--- config.mk ---
export PLATFORM = sky130hd
export DESIGN_NAME = if_stage_ctrl
export DESIGN_NICKNAME = d
export VERILOG_FILES = /design/src/rtl/pipeline_pkg.sv /design/src/rtl/if_id_reg.sv /design/src/rtl/if_stage_ctrl.sv
export SDC_FILE = /design/constraint.sdc
export NUM_CORES = 1
export LEC_CHECK = 0
export CORE_MARGIN = 3
export CORE_UTILIZATION = 45
export DETAILED_ROUTE_END_ITERATION = 12
export PLACE_DENSITY = 0.84
export SLEW_MARGIN = 20
export SYNTH_ARGS = -nofsm -noshare
export SYNTH_HDL_FRONTEND = slang
export SYNTH_SLANG_ARGS = --single-unit
--- constraint.sdc ---
create_clock -name clk -period 3.5 [get_ports clk]
set_input_delay 0.525 -clock clk [delete_from_list [all_inputs] [get_ports clk]]
set_output_delay 0.525 -clock clk [all_outputs]
set_load 0.02 [all_outputs]
--- src/rtl/pipeline_pkg.sv ---
// Opcode constants, bubble encoding and fetch FSM states shared by the
// fetch-stage controller and the hazard detection unit.
package pipeline_pkg;

    localparam logic [5:0] OP_LW     = 6'b100011;
    localparam logic [5:0] OP_BEQ    = 6'b000100;
    localparam logic [5:0] OP_BNE    = 6'b000101;
    localparam logic [5:0] OP_BGTZ   = 6'b000111;
    localparam logic [5:0] OP_REGIMM = 6'b000001;

    localparam logic [31:0] NOP_INS_DEFAULT = 32'h0000_0000;

    typedef enum logic {
        RUN     = 1'b0,
        BR_WAIT = 1'b1
    } if_state_e;

    function automatic logic is_branch_op(input logic [5:0] op);
        return (op == OP_BEQ) || (op == OP_BNE) || (op == OP_BGTZ) || (op == OP_REGIMM);
    endfunction

    function automatic logic is_load_op(input logic [5:0] op);
        return op == OP_LW;
    endfunction

endpackage

--- src/rtl/if_id_reg.sv ---
// IF/ID pipeline register (instruction, PC+4, valid). Reset wins over bubble
// injection, which wins over a normal load; with neither the contents hold.
module if_id_reg
    import pipeline_pkg::*;
#(
    parameter logic [31:0] NOP_INS = NOP_INS_DEFAULT
) (
    input  logic        clk,
    input  logic        rst,
    input  logic        load,
    input  logic        inject_nop,
    input  logic [31:0] ins_d,
    input  logic [31:0] pc4_d,
    output logic [31:0] ins,
    output logic [31:0] pc4,
    output logic        valid
);

    // A bubble keeps the old PC+4; only the instruction and valid change.
    always_ff @(posedge clk) begin
        if (rst) begin
            ins   <= NOP_INS;
            pc4   <= 32'h0000_0000;
            valid <= 1'b0;
        end else if (inject_nop) begin
            ins   <= NOP_INS;
            valid <= 1'b0;
        end else if (load) begin
            ins   <= ins_d;
            pc4   <= pc4_d;
            valid <= 1'b1;
        end
    end

endmodule

--- src/rtl/if_stage_ctrl.sv ---
// Fetch-stage controller: PC register, IF/ID register, stall bubbles and the
// branch-resolution wait with a bounded timeout.
//
//   state   | meaning
//   --------+-----------------------------------------------------------
//   RUN     | normal fetch; stall holds PC and injects one NOP
//   BR_WAIT | branch in flight; NOP every cycle until resolve or timeout
module if_stage_ctrl
    import pipeline_pkg::*;
#(
    parameter logic [31:0] RESET_PC = 32'h0000_0000,
    parameter logic [31:0] NOP_INS  = NOP_INS_DEFAULT,
    parameter int unsigned MAX_WAIT = 4,
    parameter int unsigned CNT_W    = 16
) (
    input  logic             clk,
    input  logic             rst,
    input  logic [31:0]      imem_ins,
    input  logic             stall,
    input  logic             br_resolved,
    input  logic             br_taken,
    input  logic [31:0]      br_target,
    output logic [31:0]      pc,
    output logic [31:0]      if_id_ins,
    output logic [31:0]      if_id_pc4,
    output logic             if_id_valid,
    output logic [CNT_W-1:0] bubble_cnt,
    output logic             br_timeout
);

    // Wait timer counts down from MAX_WAIT-1; terminal count 0 is the last
    // cycle a resolution can still arrive.
    localparam logic [3:0] WAIT_TC_LOAD = 4'(MAX_WAIT - 1);

    if_state_e   state, state_nxt;
    logic [3:0]  wait_tmr, wait_tmr_nxt;
    logic [31:0] pc_nxt;
    logic [31:0] pc_plus4;
    logic        timeout_nxt;
    logic        load_if_id;
    logic        inject_nop;
    logic        bubble_inc;

    assign pc_plus4 = pc + 32'd4;

    always_comb begin
        state_nxt    = state;
        wait_tmr_nxt = wait_tmr;
        pc_nxt       = pc;
        timeout_nxt  = br_timeout;
        load_if_id   = 1'b0;
        inject_nop   = 1'b0;
        bubble_inc   = 1'b0;
        case (state)
            RUN: begin
                if (!stall) begin
                    pc_nxt     = pc_plus4;
                    load_if_id = 1'b1;
                end else begin
                    inject_nop = 1'b1;
                    bubble_inc = 1'b1;
                    if (is_branch_op(if_id_ins[31:26])) begin
                        state_nxt    = BR_WAIT;
                        wait_tmr_nxt = WAIT_TC_LOAD;
                    end
                end
            end
            BR_WAIT: begin
                inject_nop = 1'b1;
                bubble_inc = 1'b1;
                if (wait_tmr != 4'd0) begin
                    wait_tmr_nxt = wait_tmr - 4'd1;
                end
                // Resolution has priority over the timeout in the same cycle.
                if (br_resolved) begin
                    state_nxt = RUN;
                    if (br_taken) begin
                        pc_nxt = br_target & 32'hFFFF_FFFC;
                    end
                end else if (wait_tmr == 4'd0) begin
                    state_nxt   = RUN;
                    timeout_nxt = 1'b1;
                end
            end
            default: state_nxt = RUN;
        endcase
    end

    always_ff @(posedge clk) begin
        if (rst) begin
            state      <= RUN;
            wait_tmr   <= 4'd0;
            pc         <= RESET_PC;
            bubble_cnt <= '0;
            br_timeout <= 1'b0;
        end else begin
            state      <= state_nxt;
            wait_tmr   <= wait_tmr_nxt;
            pc         <= pc_nxt;
            br_timeout <= timeout_nxt;
            if (bubble_inc && (bubble_cnt != {CNT_W{1'b1}})) begin
                bubble_cnt <= bubble_cnt + CNT_W'(1);
            end
        end
    end

    if_id_reg #(
        .NOP_INS(NOP_INS)
    ) u_if_id_reg (
        .clk       (clk),
        .rst       (rst),
        .load      (load_if_id),
        .inject_nop(inject_nop),
        .ins_d     (imem_ins),
        .pc4_d     (pc_plus4),
        .ins       (if_id_ins),
        .pc4       (if_id_pc4),
        .valid     (if_id_valid)
    );

endmodule

======== Word-level counts from Yosys, hierarchy flattened ========
Index checks and enable logic that the tools add are counted.
operators by class
  add/subtract/negate cells ............... 3
  equality and inequality tests ........... 11
  multiplexer cells ....................... 17
  bitwise gates (word level) .............. 3
  reductions and logical operators ........ 11
operators by type and width
  operator               number
  $mux 32                3
  $pmux 32 s2            1
  $add 32x3->32 const B  1
  $eq 6x3->1 const B     3
  $add 16x1->16 const B  1
  $ne 16x16->1 const B   1
  $mux 4                 3
  $ne 2x2->1 const B     5
  $reduce_and 3->1       3
  $pmux 4 s2             1
  $mux 1                 7
  $eq 6x1->1 const B     1
  $logic_not 4->1        1
  $pmux 1 s2             2
  $reduce_bool 4->1      1
  $sub 4x1->4 const B    1
  $logic_or 1x1->1       3
  $not 1->1              3
  $ne 2x1->1 const B     1
  $reduce_and 2->1       1
  $reduce_or 2->1        1
  $logic_and 1x1->1      1
storage, ports and cells
  bits in registers ....................... 119
  input port bits ......................... 69
  output and inout port bits .............. 114
  logic and storage cells ................. 53

======== Depth between registers and ports, before layout ========
Gate-level depths: netlist of run 1.
  depth after elaboration ................. 7
  depth in mapped cells ................... 8

======== Hierarchy ========
A second synthesis of run 1 with hierarchy kept.
second synthesis, totals
  cells, all modules ...................... 717
  area, all modules ....................... 6,226.0 µm²
by module, submodules not included
  module         instances  cells each  area each (µm²)
  if_stage_ctrl  1          464         3,542.1
  if_id_reg      1          253         2,683.8

======== Worst setup path before layout of run 1 ========
No wires, ideal clock.
  kind .................................... reg2reg
  start ................................... register pc[2]
  end ..................................... register u_if_id_reg.pc4[24]
  setup time .............................. 91 ps
  data arrival time ....................... 2,256 ps
  path slack .............................. 1,153 ps
  cell stages (with the launch flop) ...... 8
  buffers on the path ..................... 2
  path through ............................ dfxtp_1 ha_1 clkbuf_2 nand3_1 or4_4 buf_6 or3_1 a311oi_1
between the ends
  cells in the longest elaborated chain, start to end .. 1
ends and longest elaborated chain
  item                    line                 text
  start, declared         if_stage_ctrl.sv:23  output logic [31:0] pc,
  start signal, assigned  if_stage_ctrl.sv:99  pc <= pc_nxt;
  $add 32x3->32           if_stage_ctrl.sv:44  assign pc_plus4 = pc + 32'd4;
  end signal, assigned    if_id_reg.sv:30      pc4 <= pc4_d;
  end, declared           if_id_reg.sv:15      output logic [31:0] pc4,
Every way passes these cells.
A chain may end at the register's enable or synchronous reset.

======== Final worst setup path of run 1 ========
  start ................................... register pc[2]
  end ..................................... register pc[28]
between the ends
  cells in the longest elaborated chain, start to end .. 3
ends and longest elaborated chain
  item           line                 text
  $add 32x3->32  if_stage_ctrl.sv:44
  $mux 32        if_stage_ctrl.sv:56  if (!stall) begin
  $pmux 32 s2    if_stage_ctrl.sv:54  case (state)
Every way passes these cells. The select of a mux whose other input is x is not followed.

==> run_results.csv, run 1 <==
group,metric,value,unit
clock_tree,ctsLongestPathBuffers,2,
pwr,p_leak,2.656,nW
setup_path,ff2ff_path_depth,6,
logic_synthesis,syn_area,5209,um^2
setup_path,crit_cells,6,
finish,final_area,7609,um^2
logic_synthesis,synth.distinct_cells,59,
worst_hold_path,hold_start,"u_if_id_reg.pc4[3]$_SDFFE_PP0P_",
grt,grt_pass1_wl,25270,um
clock_tree,cts_setup_buffers,0,
setup_path,r2r_start,"pc[2]$_SDFFE_PP0P_",
finish,n_antenna_cell,0,
finish,final_util,0.6868,
timing,hold_viol,0,
die,die-width,113.6,um
setup_path,path_max_fanout,12,
setup_path,cp-end-kind,"flop",
timing,period_needed,2.547,ns
grt,overflow,0,
pwr,powerDensity,468.3,nW/um^2
grt,grt_antenna_before_repair,0,
logic_synthesis,synthCells,612,
detailed_routing,wl_per_cell,16.76,um
worst_hold_path,hp-class,"reg2reg",
logic_synthesis,async_flop_share,0,
timing,setup_viol,0,
die,ios,183,
die,initial_core_util,0.4702,
grt,grt_max_degree,61,
setup_path,crit_required,3.80,ns
logic_synthesis,synth_top_area_share,0.4420,
setup_path,crit_type,"reg2reg",
logic_synthesis,synth_top_area_cell,"dfxtp_1",
timing,fmax,0.3926,GHz
worst_hold_path,holdPathStages,2,
logic_synthesis,ys_seq_area_frac,0.4420,
placed_design,dp_worst_setup_slack,0.8070,ns
timing,worst_slack,0.9532,ns
placed_design,placement.io_buffers,176,
setup_path,crit_slowest_cell,"or4_4",
logic_synthesis,synthFlopType,"dfxtp_1",
grt,grt_pass1_vias,5226,
setup_path,start_kind,"flop",
detailed_routing,ant_nets,0,
outcome,status,"finished, final reports clean",
timing,maxSlewHeadroom,0.4185,
clock_tree,cts_resized,0,
timing,rsz0062_at_grt,"false",
finish,num-nets-final,839,
timing,worst_pin_slew,0.8643,ns
clock_tree,clk_pin_slew,0.05,ns
timing,final_max_slew_viol_count,0,
detailed_routing,wirelength,15400,um
timing,holdWs,0.4569,ns
run,drv_cap,0,
setup_path,max_stage_delay,0.66,ns
placed_design,place_area,7004,um^2
die,die-area,12900,um^2
detailed_routing,viasPerCell,5.686,
logic_synthesis,synth.cells.most_frequent,"dfxtp_1, nor2_1, clkbuf_1, nand2_1, and2_1",
setup_path,r2r_slack,0.95,ns
clock_tree,cts_buffers,17,
detailed_routing,vias,5225,
clock_tree,cts_tree,"yes",
pwr,ir_drop,0.0003919,V
placed_design,hpwl,10830,um
setup_path,r2r-end,"pc[28]$_SDFFE_PP0P_",
timing,finalSetupTns,0,ns
placed_design,gp_congestion,0.8509,
detailed_routing,drc,0,
clock_tree,cts.sinks,115,
die,fp-row-count,38,
logic_synthesis,ys_seq_elements,115,
setup_path,crit_buf_inv,0,
die,design.core.area,11080,um^2
finish,drive_above_1_share,0.06932,
logic_synthesis,synth-edff-count,0,
finish,area_delta_synth_final,46.07,%
setup_path,critical-path-top-delay-family,"simple AND/OR/NAND/NOR gates",
clock_tree,ctsHoldBuffers,0,
worst_hold_path,worstHoldEndpoint,"u_if_id_reg.pc4[3]$_SDFFE_PP0P_",
grt,grt_util_all_layers,0.2434,
setup_path,crit_chain,"ha_1 -> nand3_1 -> or4_4 -> nor3_2 -> mux2i_1 -> o22ai_1",
logic_synthesis,ys_warn_count,0,
clock_tree,insertion_delay,0.41,ns
setup_path,cp.arrival,2.84,ns
logic_synthesis,synth_area_leaders,"dfxtp_1, nor2_1, a211oi_1",
clock_tree,htreeDepth,4,
detailed_routing,firstDrtPassIters,6,
timing,fin_skew,0.005559,ns
die,die_h,113.6,um
logic_synthesis,avgSynthCellArea,8.511,um^2
logic_synthesis,synth_most_common_cell,"dfxtp_1",
timing,min_period_over_period,0.7277,
detailed_routing,drt_iter0_markers,270,
clock_tree,cts-root-buf,"clkbuf_16",
## worst register-to-register path, cell delays in order (launching register included)
cell and delay, ns:
dfxtp_1 0.42, ha_1 0.40, nand3_1 0.30, or4_4 0.66, nor3_2 0.31, mux2i_1 0.25, o22ai_1 0.10
## flip-flops by register name, indices dropped and copies added (netlist names)
| signal | count |
|---|---|
| state | 1 |
| wait_tmr | 4 |
| u_if_id_reg.pc4 | 30 |
| u_if_id_reg.valid | 1 |
| bubble_cnt | 16 |
| pc | 30 |
| u_if_id_reg.ins | 32 |
| br_timeout | 1 |
## worst max path at each step
stage                                             to               start
finish                           pc[28]$_SDFFE_PP0P_  pc[2]$_SDFFE_PP0P_
global route        u_if_id_reg.pc4[20]$_SDFFE_PP0P_  pc[2]$_SDFFE_PP0P_
CTS                 u_if_id_reg.pc4[20]$_SDFFE_PP0P_  pc[2]$_SDFFE_PP0P_
detailed placement               pc[14]$_SDFFE_PP0P_         br_resolved
global placement                 pc[26]$_SDFFE_PP0P_         br_resolved
floorplan           u_if_id_reg.pc4[24]$_SDFFE_PP0P_  pc[2]$_SDFFE_PP0P_
## routing by layer
layer	vias to the layer above	global-route usage	wire (um)
met3	36	0.1072	1706
li1	2487	-	-
met5	-	0	0
met4	0	0.1018	367
met1	2447	0.2845	6049
met2	255	0.3895	7280
## report_power, final
group          switching [W]  internal [W]
registers          0.0000352       0.00136
clock network       0.000606       0.00117
logic               0.000197      0.000196
## logic make-up (layout without fill, tap and decap cells)
logic type,Yosys count,in the layout,synth area share
and+or+nand+nor,253,253,0.2453
DFF,115,115,0.4420
xor gates and xnor gates,36,36,0.06053
muxes,7,7,0.01369
buffers and inverters,62,226,0.05068
adders and majority gates,5,5,0.01153
AOI/OAI and AO/OA,133,133,0.1756
other,1,4,0.0007199
## through the flow
stage | std cells | total power (W)
after floorplan | 615 | 0.001609
after global placement | 887 | 0.001803
after detailed placement | 887 | 0.001814
after CTS | 919 | 0.003579
after global routing | 919 | 0.003681
final | 919 | 0.003563
## layout make-up
| type | count | area, um^2 |
|---|---|---|
| repair buffers | 186 | 1832 |
| clock buffers | 22 | 474.2 |
| clock inverters | 10 | 130.1 |
| fillers | 900 | 3470 |
| flip-flops and latches | 115 | 2303 |
| multi-input cells | 438 | 2664 |
| well taps | 140 | 175.2 |
| inverters | 8 | 30.03 |
## placed cells by master, fill, tap and decap left out, types with 6 or more instances in the layout
cell and instances:
clkdlybuf4s50_1 175, dfxtp_1 114, nor2_1 90, nand2_1 34, and2_1 32, a211oi_1 27, o21ai_0 23, a21oi_1 20
nand3_1 19, xnor2_1 19, xor2_1 17, clkbuf_16 17, nand4_1 15, nor4_1 12, nor3_1 11, a22oi_1 10
buf_4 10, or3_1 9, a22o_1 9, and3_1 8, inv_1 7, a31oi_1 7, o211ai_1 6, mux2i_1 6
o22ai_1 6
No activity file was read; power rests on OpenSTA's default activity.
==> run 2, diff against run 1 <==
--- a/config.mk
+++ b/config.mk
@@ -6,9 +6,9 @@
 export NUM_CORES = 1
 export LEC_CHECK = 0
 export CORE_MARGIN = 3
-export CORE_UTILIZATION = 45
+export CORE_UTILIZATION = 41
 export DETAILED_ROUTE_END_ITERATION = 12
-export PLACE_DENSITY = 0.84
+export PLACE_DENSITY = 0.81
 export SLEW_MARGIN = 20
 export SYNTH_ARGS = -nofsm -noshare
 export SYNTH_HDL_FRONTEND = slang
==> constraint.sdc (replaced) <==
create_clock -name clk -period 2.15 [get_ports clk]
set_input_delay 0.3225 -clock clk [delete_from_list [all_inputs] [get_ports clk]]
set_output_delay 0.3225 -clock clk [all_outputs]
set_load 0.02 [all_outputs]
==> run 2 against run 1 <==
Against the previous run: die area rose by 9.2%; sequential power rose by 62%; clock power rose by 63%; non-clock buffer count rose by 39; combinational power rose by 73%; hold slack got worse by 0.21 ns; count of clock-buffer cells in the layout fell by 5; clock skew rose by 0.00073 ns; cell count rose by 7.3%; setup slack got worse by 0.93 ns; via count rose by 2.8%; sequential share of layout area fell by 1.4 points.
==> run_results.csv, run 2 (same netlist as run 1, synthesis figures left out) <==
group,metric,value,unit
finish,area_delta_synth_final,53.71,%
setup_path,r2r_slack,0.02,ns
pwr,p_leak,2.878,nW
setup_path,start_kind,"flop",
detailed_routing,vias,5369,
placed_design,gp_congestion,0.8789,
grt,grt_util_all_layers,0.2323,
clock_tree,cts-root-buf,"clkbuf_16",
die,die-area,14090,um^2
setup_path,cp-end-kind,"flop",
die,design.core.area,12210,um^2
pwr,internal_power,0.004384,W
pwr,powerDensity,727.4,nW/um^2
finish,fin_cells,986,
pwr,sw_frac_of_total,0.2473,
timing,holdWs,0.2499,ns
clock_tree,cts_buffers,17,
timing,fin_skew,0.006285,ns
clock_tree,cts_tree,"yes",
finish,num-nets-final,878,
detailed_routing,drc,0,
setup_path,crit_type,"reg2reg",
timing,min_period_over_period,0.9902,
clock_tree,clk_pin_slew,0.05,ns
outcome,status,"finished, final reports clean",
finish,drive_above_1_share,0.1222,
pwr,clkPwrFrac,0.494,
detailed_routing,ant_nets,0,
grt,use_met2,0.3744,
setup_path,cp.arrival,2.43,ns
clock_tree,htreeDepth,4,
die,die-width,118.7,um
placed_design,hpwl,12030,um
grt,grt_max_degree,53,
finish,largest_reg_flops,32,
die,ios,183,
grt,gr-usage-met1,0.2640,
detailed_routing,wirelength,16170,um
timing,worst_pin_slew,0.5474,ns
grt,grt_pass1_wl,26330,um
timing,maxSlewHeadroom,0.6317,
timing,period_needed,2.129,ns
detailed_routing,wl_per_cell,16.40,um
die,initial_core_util,0.4265,
timing,setup_viol,0,
finish,top_regs,"u_if_id_reg.ins x32, pc x30, u_if_id_reg.pc4 x30",
die,die_h,118.7,um
pwr,ir_drop,0.0005786,V
finish,n_antenna_cell,0,
run,drv_cap,0,
pwr,power_frac_comb,0.116,
die,fp-row-count,40,
grt,use_met3,0.1057,
timing,final_max_slew_viol_count,0,
clock_tree,ctsLongestPathBuffers,2,
timing,fmax,0.4697,GHz
timing,hold_viol,0,
detailed_routing,viasPerCell,5.445,
detailed_routing,firstDrtPassIters,5,
placed_design,dp.cells,954,
setup_path,path_max_fanout,12,
finish,num-fill-cells,984,
grt,grt_antenna_before_repair,0,
finish,top_register,"u_if_id_reg.ins",
grt,overflow,0,
finish,layout_common_cells,"clkdlybuf4s50_1, dfxtp_1, nor2_1",
placed_design,placement.io_buffers,176,
grt,grt_busiest_layer,"met2",
worst_hold_path,hp-class,"in2reg",
timing,rsz0062_at_grt,"false",
clock_tree,insertion_delay,0.42,ns
detailed_routing,drt_iter0_markers,465,
setup_path,crit_required,2.46,ns
pwr,power_switching,0.001440,W
clock_tree,cts.sinks,115,
pwr,power_frac_seq,0.389,
grt,grt_pass1_vias,5179,
finish,final_common_cell,"clkdlybuf4s50_1",
-- run 2: cell types whose count changed in the layout (fill, tap and decap cells not counted), moves of 2 or more --
cell        previous run  this run
clkinv_4               0         5
buf_4                 10        46
clkbuf_1               2         0
buf_12                 0         3
dfxtp_4                0         2
dfxtp_2                1         3
clkbuf_8               3         0
dfxtp_1              114       110
clkinv_2               5         1
clkinvlp_4             2         4
-- run 2: through the flow --
| stage | setup slack (ns) | TNS, ns | utilization | total power (W) | cell area (um^2) |
|---|---|---|---|---|---|
| after global routing | 0.001111 | 0 | 0.6556 | 0.006034 | 8006 |
| final | 0.02108 | 0 | 0.6556 | 0.005824 | 8006 |
| after detailed placement | -0.05371 | -0.05371 | 0.6043 | 0.002988 | 7380 |
| after CTS | 0.04422 | 0 | 0.6542 | 0.005871 | 7989 |
| after global placement | -0.01683 | -0.01683 | 0.6043 | 0.002969 | 7380 |
| after floorplan | 0.0006624 | 0 | - | 0.002620 | 5238 |
-- run 2: final timing paths --
check,start,end,depth (start not counted)
min reg2reg,u_if_id_reg.pc4[3]$_SDFFE_PP0P_,u_if_id_reg.pc4[3]$_SDFFE_PP0P_,2
max,pc[8]$_SDFFE_PP0P_,u_if_id_reg.pc4[20]$_SDFFE_PP0P_,4
min,rst,bubble_cnt[10]$_SDFFE_PP0P_,2
max reg2reg,pc[8]$_SDFFE_PP0P_,u_if_id_reg.pc4[20]$_SDFFE_PP0P_,4
-- run 2: power groups by stage --
stage               registers, W  clock network [W]  logic (W)
floorplan                0.00240                  0   0.000224
global placement         0.00231                  0   0.000661
detailed placement       0.00231                  0   0.000675
CTS                      0.00227            0.00292   0.000682
global route             0.00228            0.00303   0.000729
finish                   0.00227            0.00288   0.000678
-- run 2: routing by layer --
metal | up-vias | routed length (um)
met3 | 32 | 1710
li1 | 2570 | -
met4 | 0 | 405
met1 | 2521 | 6443
met2 | 246 | 7606
met5 | - | 0
-- run 2: area by class of cell --
cell class / count / area [um^2] / share of cell area
tap: 168 / 210.2 / 0.02625
clock inverter: 15 / 183.9 / 0.02297
multi-input combinational: 438 / 2681 / 0.3349
timing repair buffer: 225 / 2162 / 0.2700
inverter: 8 / 30.03 / 0.003751
clock buffer: 17 / 425.4 / 0.05313
sequential: 115 / 2313 / 0.2890
-- run 2: worst max-delay path, stage by stage (launching register included) --
cell and delay, ns:
dfxtp_1 0.48, nand4_4 0.17, or4_4 0.65, or3_1 0.38
a311oi_1 0.34
-- run 2: repair_timing --
item	CTS	global route
resized for setup	0	4
setup endpoints to repair	0	4
hold buffers	0	0
setup buffers	0	0
